[config.mk]
export PLATFORM = sky130hd
export DESIGN_NAME = seq_alu_flat
export DESIGN_NICKNAME = d
export VERILOG_FILES = /design/src/rtl/seq_alu_if.sv /design/src/rtl/seq_alu.sv /design/src/flat_wrapper.sv
export SDC_FILE = /design/constraint.sdc
export NUM_CORES = 1
export LEC_CHECK = 0
export CELL_PAD_IN_SITES_DETAIL_PLACEMENT = 1
export CELL_PAD_IN_SITES_GLOBAL_PLACEMENT = 1
export CORE_MARGIN = 5
export CORE_UTILIZATION = 50
export CTS_BUF_LIST = sky130_fd_sc_hd__clkbuf_4
export CTS_CLUSTER_SIZE = 40
export DETAILED_ROUTE_END_ITERATION = 8
export PLACE_DENSITY_LB_ADDON = 0.1
export SYNTH_ARGS = -nofsm -noshare
export SYNTH_HDL_FRONTEND = slang
export SYNTH_SLANG_ARGS = --single-unit
export TNS_END_PERCENT = 5
[constraint.sdc]
create_clock -name clk_pi -period 7.12 [get_ports clk_pi]
set_clock_uncertainty 0.1 [all_clocks]
set_input_delay 1.424 -clock clk_pi [delete_from_list [all_inputs] [get_ports clk_pi]]
set_output_delay 1.424 -clock clk_pi [all_outputs]
set_load 0.02 [all_outputs]
[src/rtl/seq_alu_if.sv]
`timescale 1ns/1ps
// Issue/result bus between the decoder and the multi-cycle execute-stage ALU.
interface seq_alu_if #(
   parameter int unsigned WIDTH = 16,
   parameter int unsigned IMM_W = 6
);
   logic             start_pi;
   logic [3:0]       op_pi;
   logic [WIDTH-1:0] a_pi;
   logic [WIDTH-1:0] b_pi;
   logic [IMM_W-1:0] imm_pi;
   logic             stc_pi;
   logic             stb_pi;
   logic             busy_po;
   logic             done_po;
   logic [WIDTH-1:0] result_po;
   logic [WIDTH-1:0] result_hi_po;
   logic             carry_po;
   logic             borrow_po;
   logic             div_by_zero_po;

   modport master (
      output start_pi, op_pi, a_pi, b_pi, imm_pi, stc_pi, stb_pi,
      input  busy_po, done_po, result_po, result_hi_po, carry_po, borrow_po, div_by_zero_po
   );

   modport slave (
      input  start_pi, op_pi, a_pi, b_pi, imm_pi, stc_pi, stb_pi,
      output busy_po, done_po, result_po, result_hi_po, carry_po, borrow_po, div_by_zero_po
   );
endinterface

[src/rtl/seq_alu.sv]
`timescale 1ns/1ps
// Multi-cycle execute-stage ALU: single-cycle logic/arith/shift ops plus
// iterative unsigned shift-add multiply and restoring divide.
module seq_alu #(
   parameter int unsigned WIDTH = 16,
   parameter int unsigned IMM_W = 6
) (
   input logic      clk_pi,
   input logic      rst_n_pi,
   seq_alu_if.slave bus
);
   localparam int unsigned XW    = WIDTH + 1;
   localparam int unsigned SH_W  = $clog2(WIDTH);
   localparam int unsigned CNT_W = $clog2(WIDTH + 1);

   localparam logic [3:0] OP_ADD  = 4'd0;
   localparam logic [3:0] OP_ADDC = 4'd1;
   localparam logic [3:0] OP_SUB  = 4'd2;
   localparam logic [3:0] OP_SUBB = 4'd3;
   localparam logic [3:0] OP_AND  = 4'd4;
   localparam logic [3:0] OP_OR   = 4'd5;
   localparam logic [3:0] OP_XOR  = 4'd6;
   localparam logic [3:0] OP_XNOR = 4'd7;
   localparam logic [3:0] OP_NOT  = 4'd8;
   localparam logic [3:0] OP_SHL  = 4'd9;
   localparam logic [3:0] OP_SHR  = 4'd10;
   localparam logic [3:0] OP_CP   = 4'd11;
   localparam logic [3:0] OP_ADDI = 4'd12;
   localparam logic [3:0] OP_SUBI = 4'd13;

   typedef enum logic [1:0] {S_IDLE, S_RUN, S_DONE} state_t;

   state_t           state;
   logic [CNT_W-1:0] cnt;
   logic             is_div;
   logic [WIDTH-1:0] acc_hi;
   logic [WIDTH-1:0] acc_lo;
   logic [WIDTH-1:0] opnd;
   logic             busy_q, done_q, carry_q, borrow_q, dbz_q;
   logic [WIDTH-1:0] res_q, res_hi_q;

   logic [XW-1:0]    a_ext_c, b_ext_c, i_ext_c, wide_c;
   logic [SH_W-1:0]  sh_c;
   logic [WIDTH-1:0] alu_res_c;
   logic             alu_carry_c, alu_borrow_c;

   logic [WIDTH-1:0] mul_add_c;
   logic [XW-1:0]    mul_sum_c;
   logic [XW-1:0]    div_sh_c;
   logic [WIDTH-1:0] div_diff_c;
   logic             div_ge_c;
   logic [WIDTH-1:0] hi_n_c, lo_n_c;

   assign bus.busy_po        = busy_q;
   assign bus.done_po        = done_q;
   assign bus.result_po      = res_q;
   assign bus.result_hi_po   = res_hi_q;
   assign bus.carry_po       = carry_q;
   assign bus.borrow_po      = borrow_q;
   assign bus.div_by_zero_po = dbz_q;

   // Single-cycle result and flags; flags not touched by an op keep their value.
   always_comb begin
      a_ext_c      = {1'b0, bus.a_pi};
      b_ext_c      = {1'b0, bus.b_pi};
      i_ext_c      = XW'(bus.imm_pi);
      sh_c         = bus.b_pi[SH_W-1:0];
      wide_c       = '0;
      alu_res_c    = '0;
      alu_carry_c  = carry_q;
      alu_borrow_c = borrow_q;
      case (bus.op_pi)
         OP_ADD: begin
            wide_c = a_ext_c + b_ext_c;
            alu_res_c = wide_c[WIDTH-1:0];
            alu_carry_c = wide_c[WIDTH];
         end
         OP_ADDC: begin
            wide_c = a_ext_c + b_ext_c + XW'(carry_q);
            alu_res_c = wide_c[WIDTH-1:0];
            alu_carry_c = wide_c[WIDTH];
         end
         OP_SUB: begin
            wide_c = a_ext_c - b_ext_c;
            alu_res_c = wide_c[WIDTH-1:0];
            alu_borrow_c = wide_c[WIDTH];
         end
         OP_SUBB: begin
            wide_c = a_ext_c - b_ext_c - XW'(borrow_q);
            alu_res_c = wide_c[WIDTH-1:0];
            alu_borrow_c = wide_c[WIDTH];
         end
         OP_AND:  alu_res_c = bus.a_pi & bus.b_pi;
         OP_OR:   alu_res_c = bus.a_pi | bus.b_pi;
         OP_XOR:  alu_res_c = bus.a_pi ^ bus.b_pi;
         OP_XNOR: alu_res_c = ~(bus.a_pi ^ bus.b_pi);
         OP_NOT:  alu_res_c = ~bus.a_pi;
         OP_SHL: begin
            // Extra top bit catches the last bit shifted out.
            wide_c = a_ext_c << sh_c;
            alu_res_c = wide_c[WIDTH-1:0];
            if (sh_c != '0) alu_carry_c = wide_c[WIDTH];
         end
         OP_SHR: begin
            // Extra bottom bit catches the last bit shifted out.
            wide_c = {bus.a_pi, 1'b0} >> sh_c;
            alu_res_c = wide_c[WIDTH:1];
            if (sh_c != '0) alu_carry_c = wide_c[0];
         end
         OP_CP:   alu_res_c = bus.a_pi;
         OP_ADDI: begin
            wide_c = a_ext_c + i_ext_c;
            alu_res_c = wide_c[WIDTH-1:0];
            alu_carry_c = wide_c[WIDTH];
         end
         OP_SUBI: begin
            wide_c = a_ext_c - i_ext_c;
            alu_res_c = wide_c[WIDTH-1:0];
            alu_borrow_c = wide_c[WIDTH];
         end
         default: alu_res_c = '0;
      endcase
   end

   // One multiply (shift-add) or divide (restoring shift-subtract) iteration.
   always_comb begin
      mul_add_c  = acc_lo[0] ? opnd : '0;
      mul_sum_c  = {1'b0, acc_hi} + {1'b0, mul_add_c};
      div_sh_c   = {acc_hi, acc_lo[WIDTH-1]};
      div_ge_c   = (div_sh_c >= {1'b0, opnd});
      div_diff_c = WIDTH'(div_sh_c - {1'b0, opnd});
      if (is_div) begin
         hi_n_c = div_ge_c ? div_diff_c : div_sh_c[WIDTH-1:0];
         lo_n_c = {acc_lo[WIDTH-2:0], div_ge_c};
      end else begin
         hi_n_c = mul_sum_c[WIDTH:1];
         lo_n_c = {mul_sum_c[0], acc_lo[WIDTH-1:1]};
      end
   end

   // Control FSM with registered results, flags and handshake.
   always_ff @(posedge clk_pi) begin
      if (!rst_n_pi) begin
         state    <= S_IDLE;
         cnt      <= '0;
         is_div   <= 1'b0;
         acc_hi   <= '0;
         acc_lo   <= '0;
         opnd     <= '0;
         busy_q   <= 1'b0;
         done_q   <= 1'b0;
         res_q    <= '0;
         res_hi_q <= '0;
         carry_q  <= 1'b0;
         borrow_q <= 1'b0;
         dbz_q    <= 1'b0;
      end else begin
         done_q <= 1'b0;
         case (state)
            S_IDLE, S_DONE: begin
               if (bus.start_pi) begin
                  if (bus.op_pi[3:1] == 3'b111) begin
                     // MUL keeps multiplier in acc_lo; DIV keeps dividend there.
                     state  <= S_RUN;
                     busy_q <= 1'b1;
                     cnt    <= CNT_W'(WIDTH);
                     is_div <= bus.op_pi[0];
                     acc_hi <= '0;
                     acc_lo <= bus.op_pi[0] ? bus.a_pi : bus.b_pi;
                     opnd   <= bus.op_pi[0] ? bus.b_pi : bus.a_pi;
                  end else begin
                     state    <= S_DONE;
                     done_q   <= 1'b1;
                     res_q    <= alu_res_c;
                     res_hi_q <= '0;
                     carry_q  <= alu_carry_c;
                     borrow_q <= alu_borrow_c;
                     dbz_q    <= 1'b0;
                  end
               end else begin
                  state <= S_IDLE;
                  if (bus.stc_pi) carry_q <= 1'b1;
                  if (bus.stb_pi) borrow_q <= 1'b1;
               end
            end
            S_RUN: begin
               acc_hi <= hi_n_c;
               acc_lo <= lo_n_c;
               cnt    <= cnt - CNT_W'(1);
               if (cnt == CNT_W'(1)) begin
                  state    <= S_DONE;
                  busy_q   <= 1'b0;
                  done_q   <= 1'b1;
                  res_q    <= lo_n_c;
                  res_hi_q <= hi_n_c;
                  dbz_q    <= is_div && (opnd == '0);
                  if (!is_div) carry_q <= (hi_n_c != '0);
               end
            end
            default: state <= S_IDLE;
         endcase
      end
   end
endmodule

[src/flat_wrapper.sv]
// flat-port wrapper written by rule: the top's interface ports become plain ports
module seq_alu_flat 
#(
   parameter int unsigned WIDTH = 16,
   parameter int unsigned IMM_W = 6
)
  (clk_pi, rst_n_pi, bus_start_pi, bus_op_pi, bus_a_pi, bus_b_pi, bus_imm_pi, bus_stc_pi, bus_stb_pi, bus_busy_po, bus_done_po, bus_result_po, bus_result_hi_po, bus_carry_po, bus_borrow_po, bus_div_by_zero_po);
  seq_alu_if #(.WIDTH(WIDTH), .IMM_W(IMM_W)) bus_i ();
  input logic clk_pi;
  input logic rst_n_pi;
  input wire logic [$bits(bus_i.start_pi)-1:0] bus_start_pi;
  input wire logic [$bits(bus_i.op_pi)-1:0] bus_op_pi;
  input wire logic [$bits(bus_i.a_pi)-1:0] bus_a_pi;
  input wire logic [$bits(bus_i.b_pi)-1:0] bus_b_pi;
  input wire logic [$bits(bus_i.imm_pi)-1:0] bus_imm_pi;
  input wire logic [$bits(bus_i.stc_pi)-1:0] bus_stc_pi;
  input wire logic [$bits(bus_i.stb_pi)-1:0] bus_stb_pi;
  output wire logic [$bits(bus_i.busy_po)-1:0] bus_busy_po;
  output wire logic [$bits(bus_i.done_po)-1:0] bus_done_po;
  output wire logic [$bits(bus_i.result_po)-1:0] bus_result_po;
  output wire logic [$bits(bus_i.result_hi_po)-1:0] bus_result_hi_po;
  output wire logic [$bits(bus_i.carry_po)-1:0] bus_carry_po;
  output wire logic [$bits(bus_i.borrow_po)-1:0] bus_borrow_po;
  output wire logic [$bits(bus_i.div_by_zero_po)-1:0] bus_div_by_zero_po;
  assign bus_i.start_pi = bus_start_pi;
  assign bus_i.op_pi = bus_op_pi;
  assign bus_i.a_pi = bus_a_pi;
  assign bus_i.b_pi = bus_b_pi;
  assign bus_i.imm_pi = bus_imm_pi;
  assign bus_i.stc_pi = bus_stc_pi;
  assign bus_i.stb_pi = bus_stb_pi;
  assign bus_busy_po = bus_i.busy_po;
  assign bus_done_po = bus_i.done_po;
  assign bus_result_po = bus_i.result_po;
  assign bus_result_hi_po = bus_i.result_hi_po;
  assign bus_carry_po = bus_i.carry_po;
  assign bus_borrow_po = bus_i.borrow_po;
  assign bus_div_by_zero_po = bus_i.div_by_zero_po;
  seq_alu #(.WIDTH(WIDTH), .IMM_W(IMM_W)) u_core (.clk_pi(clk_pi), .rst_n_pi(rst_n_pi), .bus(bus_i));
endmodule
==> results.sh <==
export IMPL_syn_inst=1800
export IMPL_boundaryPins=84
export IMPL_rr_worst_depth=12
export IMPL_path_delay_family="compound AO/OA/AOI/OAI gates"
export IMPL_timing_max_cap_violations=0
export IMPL_worst_ep_required_time_ns=7.38
export IMPL_final_common_cell="nor2_1"
export IMPL_insertion_delay_ns=0.49
export IMPL_hold_viol=0
export IMPL_rrSetupSlack_ns=1.98
export IMPL_relSlewSlack_pct=14.3
export IMPL_fin_crit_sh_pct=80.7
export IMPL_grt_max_degree=89
export IMPL_layout_common_cells="nor2_1 (164), nand2_1 (143), o21ai_0 (108)"
export IMPL_die_width_um=172
export IMPL_grtUsageMet1_pct=48.0
export IMPL_cp_max_fo=9
export IMPL_postRouteAntennaNets=0
export IMPL_path_cells="clkdlybuf4s50_1, inv_1, ha_1, inv_1, fa_1, a21o_1, a2111oi_0, buf_4, and3_1, nor2_1, o221ai_1, o21ai_0, or3_1, o21ai_0, a21oi_1"
export IMPL_ys_types=87
export IMPL_ys_ff_latch=93
export IMPL_area_growth_pct=9.38
export IMPL_cts_htree_levels=3
export IMPL_dr_pass1_iters=5
export IMPL_run_status="finished, final reports clean"
export IMPL_rows=59
export IMPL_whs_ns=0.384
export IMPL_critPathLaunchType="primary input"
export IMPL_grt_pass1_vias=15100
export IMPL_cts_tree="yes"
export IMPL_setup_viol_count_final=0
export IMPL_busiest_layer="met2"
export IMPL_grt_antenna_before_repair=2
export IMPL_slew_violations=0
export IMPL_cts_buffer_depth=2
export IMPL_cpMaxStageDelayCell="clkdlybuf4s50_1"
export IMPL_dr_first_iter_drc_count=1574
export IMPL_io_buffers=83
export IMPL_leakagePower_uw=0.00574
export IMPL_wl_per_cell_um=28.5
export IMPL_fin_nets=1965
export IMPL_yosysWarningCount=0
export IMPL_syn_area_per_cell_um2=7.31
export IMPL_max_stage_delay_ns=0.69
export IMPL_dp_hpwl_um=48000
export IMPL_clk_pin_slew_ns=0.17
export IMPL_power_density_mw_per_mm2=126
export IMPL_end_kind="flip-flop"
export IMPL_grt_util_met2_pct=65.5
export IMPL_hold_class="reg2reg"
export IMPL_die_h_um=172
export IMPL_timing_rr_start="u_core.acc_lo[0]"
export IMPL_place_gp_congestion=1.08
export IMPL_setup_tns_ns=0
export IMPL_grt_pass1_wl_um=91300
export IMPL_synth_flop_cell="dfxtp_1"
export IMPL_routed_via_count=15300
export IMPL_cts_resized_gates=0
export IMPL_hold_end="u_core.bus.result_hi_po[11]"
export IMPL_gr_usage_all_layers_pct=40.0
export IMPL_peakVddDrop_v=0.000101
export IMPL_critPathKind="in2reg"
export IMPL_postSynthNetCount=1956
export IMPL_rsz0062_at_grt="no"
export IMPL_arrival_ns=6.00
export IMPL_max_clock_freq_ghz=0.174
export IMPL_viasPerCell=7.10
export IMPL_numCtsBuffers=9
export IMPL_hold_buffers=0
export IMPL_drc=0
export IMPL_regToRegEndpoint="u_core.bus.carry_po"
export IMPL_cp_num_buf_inv=4
export IMPL_post_cts_buffers=0
export IMPL_start_util_pct=50.7
export IMPL_core_region_area_mm2=0.0260
export IMPL_dieArea_mm2=0.0297
export IMPL_cts_sinks=93
export IMPL_yosysSeqAreaShare_pct=14.1
export IMPL_routed_wirelength_um=61300
export IMPL_netlist_area_mm2=0.0132
export IMPL_synth_edff_count=0
export IMPL_drive_gt1_share_pct=7.50
export IMPL_min_path_cells=2
export IMPL_gr_usage_met3_pct=7.11
export IMPL_postSynth_asyncResetShare_pct=0
export IMPL_hold_start="u_core.bus.result_hi_po[11]"
export IMPL_worst_pin_slew_ns=1.28
export IMPL_overflow=0
export IMPL_clockRootBuffer="clkbuf_4"
export IMPL_fin_crit_ns=5.74
power by group:
group          leakage, uW  internal, uW  switching [uW]  total [uW]
Sequential        0.000757           540            24.1         565
Clock            0.0000746          83.2             229         312
Combinational      0.00491           333             607         940
logic make-up after synthesis:
logic type                 synth area share (%)
buffers and inverters                      6.51
AOI/OAI and AO/OA                          30.9
and+or+nand+nor                            24.0
xor gates and xnor gates                   4.33
DFF                                        14.1
muxes                                      9.36
adders and majority gates                  10.7
through the flow:
stage | cells | area (um^2) | total power [uW] | worst slack, ns | util (%)
2_1_floorplan | 1800 | 13200 | 1150 | 2.11 | -
3_3_place_gp | 2133 | 14200 | 1460 | 1.07 | 54.8
3_5_place_dp | 2133 | 14200 | 1480 | 1.08 | 54.8
4_1_cts | 2149 | 14400 | 1780 | 1.60 | 55.4
5_1_grt | 2150 | 14400 | 1890 | 1.47 | 55.4
6_report | 2151 | 14400 | 1820 | 1.38 | 55.4
state kept, by name (all words and copies together), names as in the netlist:
name	cells
u_core.bus.result_po	16
u_core.acc_lo	16
u_core.bus.carry_po	1
u_core.bus.result_hi_po	16
u_core.cnt	5
u_core.bus.div_by_zero_po	1
u_core.is_div	1
u_core.state	2
u_core.bus.borrow_po	1
u_core.opnd	16
u_core.bus.done_po	1
u_core.bus.busy_po	1
u_core.acc_hi	16
synth_stat cells (32+ instances only):
| master | instances | area share (%) |
|---|---|---|
| o211ai_1 | 41 | 2.3 |
| ha_1 | 103 | 9.8 |
| a211oi_1 | 46 | 2.6 |
| a21oi_1 | 94 | 3.6 |
| nor2_1 | 165 | 4.7 |
| clkbuf_1 | 100 | 2.9 |
| o21ai_0 | 108 | 4.1 |
| nand3_1 | 55 | 2.1 |
| nand2_1 | 143 | 4.1 |
| xnor2_1 | 43 | 2.9 |
| mux2i_1 | 68 | 5.2 |
| inv_1 | 91 | 2.6 |
| and2_1 | 48 | 2.3 |
| dfxtp_1 | 93 | 14 |
| nor3_1 | 63 | 2.4 |
| o21a_1 | 32 | 1.8 |
worst min-delay path, stage by stage, from the launching register on:
cell     delay [ns]
dfxtp_1        0.36
nand2_1        0.05
o21ai_0        0.06
final cells by class:
type	count	area, um^2
Antenna cell	2	5.00
Clock buffer	9	67.6
Clock inverter	7	77.6
Fill cell	3337	11600
Inverter	95	357
Multi-Input combinational cell	1483	10500
Sequential cell	93	1860
Tap cell	335	419
Timing Repair Buffer	127	1150
worst max path at each step:
stage	start	endpoint	slack, ns	depth (start not counted)
4_1_cts	bus_a_pi[0]	u_core.bus.result_po[8]	1.60	15
3_5_place_dp	bus_a_pi[0]	u_core.bus.result_po[8]	1.08	15
5_1_grt	bus_a_pi[0]	u_core.bus.result_po[15]	1.47	14
6_report	bus_a_pi[0]	u_core.bus.result_po[8]	1.38	15
3_3_place_gp	bus_a_pi[0]	u_core.bus.result_po[8]	1.07	15
2_1_floorplan	bus_b_pi[2]	u_core.bus.result_po[15]	2.11	14
layer usage:
layer | part of all wire, % | vias up
met1 | 38 | 7462
li1 | - | 6739
met4 | 8.3 | 2
met5 | 0.021 | -
met3 | 8.9 | 258
met2 | 45 | 816
Note: power is estimated with default switching activity, not from simulation.
